## config.mk

```make
export PLATFORM = sky130hd
export DESIGN_NAME = serial_frame_rx
export DESIGN_NICKNAME = d
export VERILOG_FILES = /design/src/rtl/serial_frame_rx.sv
export SDC_FILE = /design/constraint.sdc
export NUM_CORES = 1
export LEC_CHECK = 0
export CAP_MARGIN = 20
export CORE_MARGIN = 2
export CORE_UTILIZATION = 40
export DETAILED_ROUTE_END_ITERATION = 12
export DONT_BUFFER_PORTS = 1
export SYNTH_ARGS = -nofsm -noshare
export SYNTH_HDL_FRONTEND = slang
export SYNTH_SLANG_ARGS = --single-unit
```

## constraint.sdc

```tcl
create_clock -name clk -period 4.1 [get_ports clk]
set_clock_uncertainty 0.1 [all_clocks]
set_input_delay 0 -clock clk [delete_from_list [all_inputs] [get_ports clk]]
set_output_delay 0 -clock clk [all_outputs]
set_load 0.01 [all_outputs]
```

## src/rtl/serial_frame_rx.sv

```systemverilog
// rtl/serial_frame_rx.sv - framed serial receiver with one-entry valid/ready output buffer
module serial_frame_rx #(
   parameter int WIDTH = 8
) (
   input  logic             clk,
   input  logic             rst_n,
   input  logic             s_in,
   output logic [WIDTH-1:0] m_data,
   output logic             m_valid,
   input  logic             m_ready,
   output logic             frame_err,
   output logic             overrun,
   output logic             busy
);

   localparam int CNT_W = $clog2(WIDTH);
   localparam logic [CNT_W-1:0] LAST_BIT = CNT_W'(WIDTH - 1);

   typedef enum logic [1:0] {IDLE, DATA, STOP, HUNT} state_t;

   state_t           state, state_nx;
   logic [CNT_W-1:0] cnt, cnt_nx;
   logic [WIDTH-1:0] shreg, shreg_nx;
   logic             word_done;
   logic             stop_bad;
   logic             load;
   logic             drop;

   always_ff @(posedge clk or negedge rst_n) begin
      if (!rst_n) begin
         state <= IDLE;
         cnt   <= '0;
         shreg <= '0;
      end else begin
         state <= state_nx;
         cnt   <= cnt_nx;
         shreg <= shreg_nx;
      end
   end

   always_comb begin
      state_nx  = state;
      cnt_nx    = cnt;
      shreg_nx  = shreg;
      word_done = 1'b0;
      stop_bad  = 1'b0;
      case (state)
         IDLE: begin
            if (s_in) begin
               state_nx = DATA;
               cnt_nx   = '0;
            end
         end
         DATA: begin
            shreg_nx = {shreg[WIDTH-2:0], s_in};
            if (cnt == LAST_BIT) begin
               state_nx = STOP;
               cnt_nx   = '0;
            end else begin
               cnt_nx = cnt + CNT_W'(1);
            end
         end
         STOP: begin
            if (s_in) begin
               stop_bad = 1'b1;
               state_nx = HUNT;
            end else begin
               word_done = 1'b1;
               state_nx  = IDLE;
            end
         end
         HUNT: begin
            // A stuck-high line must drop to 0 before another start bit counts
            if (!s_in) state_nx = IDLE;
         end
         default: state_nx = IDLE;
      endcase
   end

   // Space exists if the buffer is empty or being drained on this same edge
   assign load = word_done && (!m_valid || m_ready);
   assign drop = word_done && m_valid && !m_ready;

   always_ff @(posedge clk or negedge rst_n) begin
      if (!rst_n) begin
         m_data    <= '0;
         m_valid   <= 1'b0;
         frame_err <= 1'b0;
         overrun   <= 1'b0;
      end else begin
         frame_err <= stop_bad;
         overrun   <= drop;
         if (load) begin
            m_data  <= shreg;
            m_valid <= 1'b1;
         end else if (m_ready) begin
            m_valid <= 1'b0;
         end
      end
   end

   assign busy = (state != IDLE);

endmodule

```

==> results of run 1 <==
==> cell usage after synthesis <==
cell	n
ha_1	2
mux2_4	8
or3b_1	1
clkbuf_1	2
or2_2	1
nand2b_4	1
o21ai_0	2
o31ai_1	1
nand2b_1	2
o21bai_1	1
buf_6	1
nor2_1	1
a22o_1	2
and2b_1	1
and3b_1	1
nand2_1	29
dfrtp_1	24
==> registers in the layout, indices dropped and copies added, names as in the netlist <==
name,count
frame_err,1
m_valid,1
shreg,8
overrun,1
state,2
cnt,3
m_data,8
==> worst max path at each step <==
stage | cells after the start | from | to
5_1_grt | 3 | state[0]$_DFFE_PN0P_ | m_data[1]$_DFFE_PN0P_
3_5_place_dp | 3 | state[0]$_DFFE_PN0P_ | m_data[6]$_DFFE_PN0P_
3_3_place_gp | 3 | state[0]$_DFFE_PN0P_ | m_data[1]$_DFFE_PN0P_
4_1_cts | 3 | state[0]$_DFFE_PN0P_ | m_data[6]$_DFFE_PN0P_
2_1_floorplan | 4 | state[0]$_DFFE_PN0P_ | m_data[0]$_DFFE_PN0P_
6_report | 3 | state[0]$_DFFE_PN0P_ | m_data[1]$_DFFE_PN0P_
==> cell families after synthesis <==
logic type	after synthesis
fa+ha+maj	2
compound gates	6
simple gates	37
buf+inv	3
mux	8
flops	24
==> layer usage <==
| metal | global-route usage [%] | part of all wire [%] |
|---|---|---|
| met4 | 5.13 | 0.81 |
| met3 | 3.95 | 3.3 |
| met5 | 0 | 0 |
| met1 | 12.9 | 48 |
| met2 | 20.2 | 48 |
==> layout make-up <==
cell class              count  area share (%)
multi-input cells          53            32.6
clock buffers               4            3.31
repair buffers              5            6.16
flip-flops and latches     24            54.7
well taps                  28            3.19
==> power by group <==
group	leakage, nW	internal (mW)	switching [mW]
combinational	0.252	0.102	0.103
clock	0.0210	0.0541	0.0707
sequential	0.313	0.322	0.0802
total	0.585	0.478	0.253
==> critical path, delay by kind of cell, from the launching register on <==
family	cells	cell delay (ns)
flip-flops	1	0.45
AND/OR/NAND/NOR	2	0.66
multiplexers	1	0.32
==> flow_metrics.env, run 1 <==
export IMPL_timing_rr_end="m_data[1]$_DFFE_PN0P_"
export IMPL_grt_use_total_pct=11.7
export IMPL_first_iter_violations=5
export IMPL_numClockSinks=24
export IMPL_finalInstanceArea_sq_mm=0.00110
export IMPL_drive_above_1_share_pct=17.4
export IMPL_grt_pass1_vias=542
export IMPL_yosys_area_share_xor_xnor_pct=0
export IMPL_hold_buffers=3
export IMPL_grt_pass1_wl_um=2370
export IMPL_setup_ws_ns=2.46
export IMPL_cts_buffers=3
export IMPL_ys_warn_count=0
export IMPL_vias_per_cell=5.00
export IMPL_drt_wl_total_um=1610
export IMPL_cp_slowest_cell="dfrtp_1"
export IMPL_critical_path_max_stage_delay_ns=0.45
export IMPL_fmax_mhz=611
export IMPL_cts_tree="done"
export IMPL_finalHoldViolCount=0
export IMPL_cp_arrival_ns=1.74
export IMPL_yosys_area_share_simple_pct=17.4
export IMPL_netlist_instances=80
export IMPL_final_common_cell="nand2_1"
export IMPL_yosys_area_top_type="dfrtp_1"
export IMPL_netlist_area_sq_um=977
export IMPL_die_area_sq_mm=0.00285
export IMPL_utilization_pct=48.7
export IMPL_hold_path_endpoint="shreg[0]$_DFFE_PN0N_"
export IMPL_hp_class="input port to register"
export IMPL_final_cell_mix="29 x nand2_1, 24 x dfrtp_1, 8 x mux2_4"
export IMPL_critPathKind="register to register"
export IMPL_synth_distinct_cells=17
export IMPL_layout_cells_non_filler=114
export IMPL_slew_violations=0
export IMPL_finish_net_count=93
export IMPL_antenna_cells=0
export IMPL_finalPower_uw=732
export IMPL_postCtsSetupRepairBufs=0
export IMPL_crit_fanout=8
export IMPL_io_buffers=0
export IMPL_htree_levels=1
export IMPL_multiInputGateArea_sq_um=358
export IMPL_initial_core_util_pct=43.3
export IMPL_nFillCells=208
export IMPL_dp_hpwl_um=1050
export IMPL_fin_crit_ns=1.64
export IMPL_synth_fp_nets=86
export IMPL_drc=0
export IMPL_rows=17
export IMPL_period_share_pct=39.9
export IMPL_grt_start_max_net_pins=25
export IMPL_synth_top_family_by_area="simple AND/OR/NAND/NOR gates"
export IMPL_register_area_sq_um=601
export IMPL_synth_seq_cells=24
export IMPL_synthMuxAreaShare_pct=12.3
export IMPL_synth_fa_ha_area_share_pct=2.56
export IMPL_hold_start="s_in"
export IMPL_core_area_sq_mm=0.00225
export IMPL_antenna_found_initial=0
export IMPL_routabilityCongestion=0.693
export IMPL_reg2reg_slack_ns=2.46
export IMPL_syn_to_final_growth_pct=12.3
export IMPL_cp_end_kind="register"
export IMPL_synth_compound_area_share_pct=4.35
export IMPL_max_cap_violations=0
export IMPL_tightest_slew_ns=0.392
export IMPL_reg2regPathDepth=3
export IMPL_start_kind="register"
export IMPL_cts_resized=0
export IMPL_required_ns=4.20
export IMPL_status="finished, final reports clean"
export IMPL_first_pass_iters=4
export IMPL_path_cells="or3b_1, nand2b_4, mux2_4"
export IMPL_clkLatencyLatePin_ns=0.31
export IMPL_die_w_um=53.4
export IMPL_synth_area_per_cell_sq_um=12.2
export IMPL_setup_viol=0
export IMPL_slew_headroom_pct=73.9
export IMPL_leakage_nw=0.585
export IMPL_synth_area_top_cells="dfrtp_1 61%, mux2_4 12%, nand2_1 11%"
export IMPL_synth_top_area_share_pct=61.5
export IMPL_setup_tns_final_ns=0
export IMPL_path_clk_slew_ns=0.14
export IMPL_min_path_cells=3
export IMPL_cts_buffer_depth=2
export IMPL_routedWlPerCell_um=14.1
export IMPL_num_io_pins=16
export IMPL_dp_slack_ns=2.49
export IMPL_r2r_start="state[0]$_DFFE_PN0P_"
export IMPL_root_buffer="clkbuf_4"
export IMPL_ant_nets=0
export IMPL_rsz0062_at_grt="false"
export IMPL_hold_ws_ns=0.364
export IMPL_die_h_um=53.4
export IMPL_grt_overflow_total=0
export IMPL_yosysSeqAreaShare_pct=61.5
export IMPL_placed_cell_area_sq_um=993
export IMPL_vias=570
export IMPL_p_per_area_mw_per_mm2=667
export IMPL_ir_drop_mv=0.279
export IMPL_place_inst=105
(Power assumes the default switching activity.)
==> inputs of run 2 (changes only) <==
ABC_AREA = 1   (was unset)
clock period = 1.5 ns   (was 4.1 ns; I/O delays follow)
==> run 2 against run 1 <==
  * Clock power grew to 2.7 times the previous value
  * Sequential power grew to 2.8 times the previous value
  * Sequential share of layout area is 1.2 points lower
  * Area after synthesis is 2.3% higher
  * Global-route usage is 2.3 points higher
  * Register-to-register slack worse by 2.2 ns
  * Die area is 2.1% higher
  * Clock-buffer cell count stayed put
  * Combinational power grew to 3.6 times the previous value
  * Via count is 19% higher
  * Largest power group unchanged
==> flow_metrics.env, run 2 <==
export IMPL_antenna_cells=0
export IMPL_path_clk_slew_ns=0.13
export IMPL_yosys_area_top_type="dfrtp_1"
export IMPL_clkLatencyLatePin_ns=0.31
export IMPL_critPathKind="register to register"
export IMPL_netlist_area_sq_um=1000
export IMPL_crit_family="flip-flops"
export IMPL_placed_cell_area_sq_mm=0.00103
export IMPL_cts_buffers=3
export IMPL_synth_async_reset_ratio_pct=100
export IMPL_numClockSinks=24
export IMPL_timing_rr_end="shreg[6]$_DFFE_PN0N_"
export IMPL_period_share_pct=82.4
export IMPL_required_ns=1.61
export IMPL_cts_resized=0
export IMPL_max_cap_violations=0
export IMPL_path_buf_inv=1
export IMPL_netlist_instances=105
export IMPL_num_io_pins=16
export IMPL_cp_end_kind="register"
export IMPL_critPathLaunch="state[0]$_DFFE_PN0P_"
export IMPL_top_layer_used="met4"
export IMPL_leakage_nw=0.583
export IMPL_vias_per_cell=4.76
export IMPL_path_cells="nand2_2, inv_2, nand2_1, o21ai_1"
export IMPL_die_w_um=54.0
export IMPL_synth_seq_cells=24
export IMPL_finish_net_count=120
export IMPL_ir_drop_mv=0.978
export IMPL_fin_crit_ns=1.24
export IMPL_reg2regPathDepth=4
export IMPL_met3_length_um=70
export IMPL_p_per_area_mw_per_mm2=1960
export IMPL_routedWlPerCell_um=11.6
export IMPL_yosysSeqAreaShare_pct=60.1
export IMPL_fmax_mhz=809
export IMPL_synth_area_top_cells="dfrtp_1 60%, nand2_1 18%, nand4_1 5.0%"
export IMPL_final_common_cell="nand2_1"
export IMPL_finalPower_mw=2.20
export IMPL_cp_slowest_cell="dfrtp_1"
export IMPL_synth_distinct_cells=16
export IMPL_dp_hpwl_um=1130
export IMPL_cts_tree="done"
export IMPL_synth_common_cells="48 x nand2_1, 24 x dfrtp_1, 8 x nand4_1"
export IMPL_final_cell_mix="48 x nand2_1, 24 x dfrtp_1, 8 x nand4_1"
export IMPL_syn_to_final_growth_pct=12.3
export IMPL_grt_overflow_total=0
export IMPL_htree_levels=1
export IMPL_first_pass_iters=4
export IMPL_vias=680
export IMPL_place_inst=134
export IMPL_first_iter_violations=13
export IMPL_reg2reg_slack_ns=0.26
export IMPL_antenna_found_initial=0
export IMPL_initial_core_util_pct=41.1
export IMPL_setup_viol=0
export IMPL_slew_violations=0
export IMPL_hp_class="register to register"
export IMPL_yosys_most_used_dff="dfrtp_1"
export IMPL_finalInstanceArea_sq_mm=0.00112
export IMPL_tightest_slew_ns=0.423
export IMPL_status="finished, final reports clean"
export IMPL_root_buffer="clkbuf_4"
export IMPL_critical_path_max_stage_delay_ns=0.48
export IMPL_die_h_um=54.0
export IMPL_rows=18
export IMPL_wl_met2_um=738
export IMPL_largest_registers="m_data (8), shreg (8), cnt (3)"
export IMPL_endpoint="shreg[6]$_DFFE_PN0N_"
export IMPL_r2r_start="state[0]$_DFFE_PN0P_"
export IMPL_yosysMostFrequentCell="nand2_1"
export IMPL_cts_buffer_depth=2
export IMPL_drive_above_1_share_pct=13.3
export IMPL_synth_fp_nets=111
export IMPL_synth_area_per_cell_sq_um=9.52
export IMPL_ys_warn_count=0
export IMPL_layout_cells_non_filler=143
export IMPL_core_area_sq_mm=0.00243
export IMPL_grt_pass1_wl_um=2940
export IMPL_die_area_sq_mm=0.00291
export IMPL_crit_fanout=13
export IMPL_synth_top_area_share_pct=60.1
export IMPL_finalHoldViolCount=0
export IMPL_rsz0062_at_grt="false"
export IMPL_start_kind="register"
export IMPL_grt_start_max_net_pins=25
export IMPL_routabilityCongestion=0.655
export IMPL_setup_tns_final_ns=0
export IMPL_drc=0
export IMPL_synth_edf_count=0
export IMPL_slew_headroom_pct=71.7
export IMPL_ant_nets=0
export IMPL_grt_pass1_vias=682
export IMPL_grt_use_total_pct=14.0
export IMPL_io_buffers=0
export IMPL_drt_met1_wl_um=830
export IMPL_drt_wl_total_um=1650
export IMPL_cp_arrival_ns=1.35
export IMPL_crit_cells=4
==> run 2: routing by layer <==
layer / track usage [%] / vias to the layer above
li1: - / 355
met1: 18.4 / 308
met2: 22.2 / 15
met3: 2.78 / 2
met4: 6.25 / 0
met5: 0 / -
==> run 2: cell families (layout without fill, tap and decap cells) <==
logic type               after synthesis  in the layout  share of synthesized area, %
adder cells (fa/ha/maj)                2              2                          2.50
AND/OR/NAND/NOR                       62             62                          27.8
AO/OA/AOI/OAI                          6              6                          4.51
buffers and inverters                 11             19                          5.13
flip-flops                            24             24                          60.1
==> run 2: cell type report <==
type                       instances  area [sq um]
fill                             244          1310
multi-input combinational         70           348
timing repair buffer               7          70.1
clock buffer                       4          36.3
inverter                           8          30.0
tap                               30          37.5
sequential                        24           601
==> run 2: power by group <==
| part | switching [mW] | leakage, nW | internal, mW |
|---|---|---|---|
| logic | 0.479 | 0.253 | 0.258 |
| registers | 0.223 | 0.309 | 0.899 |
| clock network | 0.193 | 0.0210 | 0.148 |
==> run 2: worst min path at each step <==
stage                             from  cells after the start                  to  slack [ns]
finish              cnt[1]$_DFFE_PN0P_                      2  cnt[1]$_DFFE_PN0P_        0.39
global route        cnt[2]$_DFFE_PN0P_                      2  cnt[2]$_DFFE_PN0P_        0.44
CTS                              rst_n                      1   overrun$_DFF_PN0_        0.25
detailed placement               rst_n                      0   overrun$_DFF_PN0_       -0.40
global placement                 rst_n                      0   overrun$_DFF_PN0_       -0.40
floorplan                        rst_n                      0  cnt[0]$_DFFE_PN0P_       -0.40
==> run 2: through the flow <==
stage / worst slack (ns) / hold WS, ns / util [%]
floorplan: 0.364 / -0.396 / -
global placement: 0.317 / -0.395 / 42.4
detailed placement: 0.286 / -0.395 / 42.4
CTS: 0.259 / 0.247 / 45.1
global route: 0.156 / 0.444 / 46.1
finish: 0.264 / 0.390 / 46.1
==> run 2: repair_timing <==
| action | 4_1_cts | 5_1_grt |
|---|---|---|
| hold buffers | 3 | 1 |
| hold endpoints to repair | 41 | 8 |
| setup buffers | 0 | 0 |
==> run 2: worst reg2reg max path, delay by kind of cell (launching register included) <==
| kind | cells | cell delay [ns] |
|---|---|---|
| compound gates | 1 | 0.06 |
| flops | 1 | 0.48 |
| buf+inv | 1 | 0.15 |
| simple gates | 2 | 0.35 |
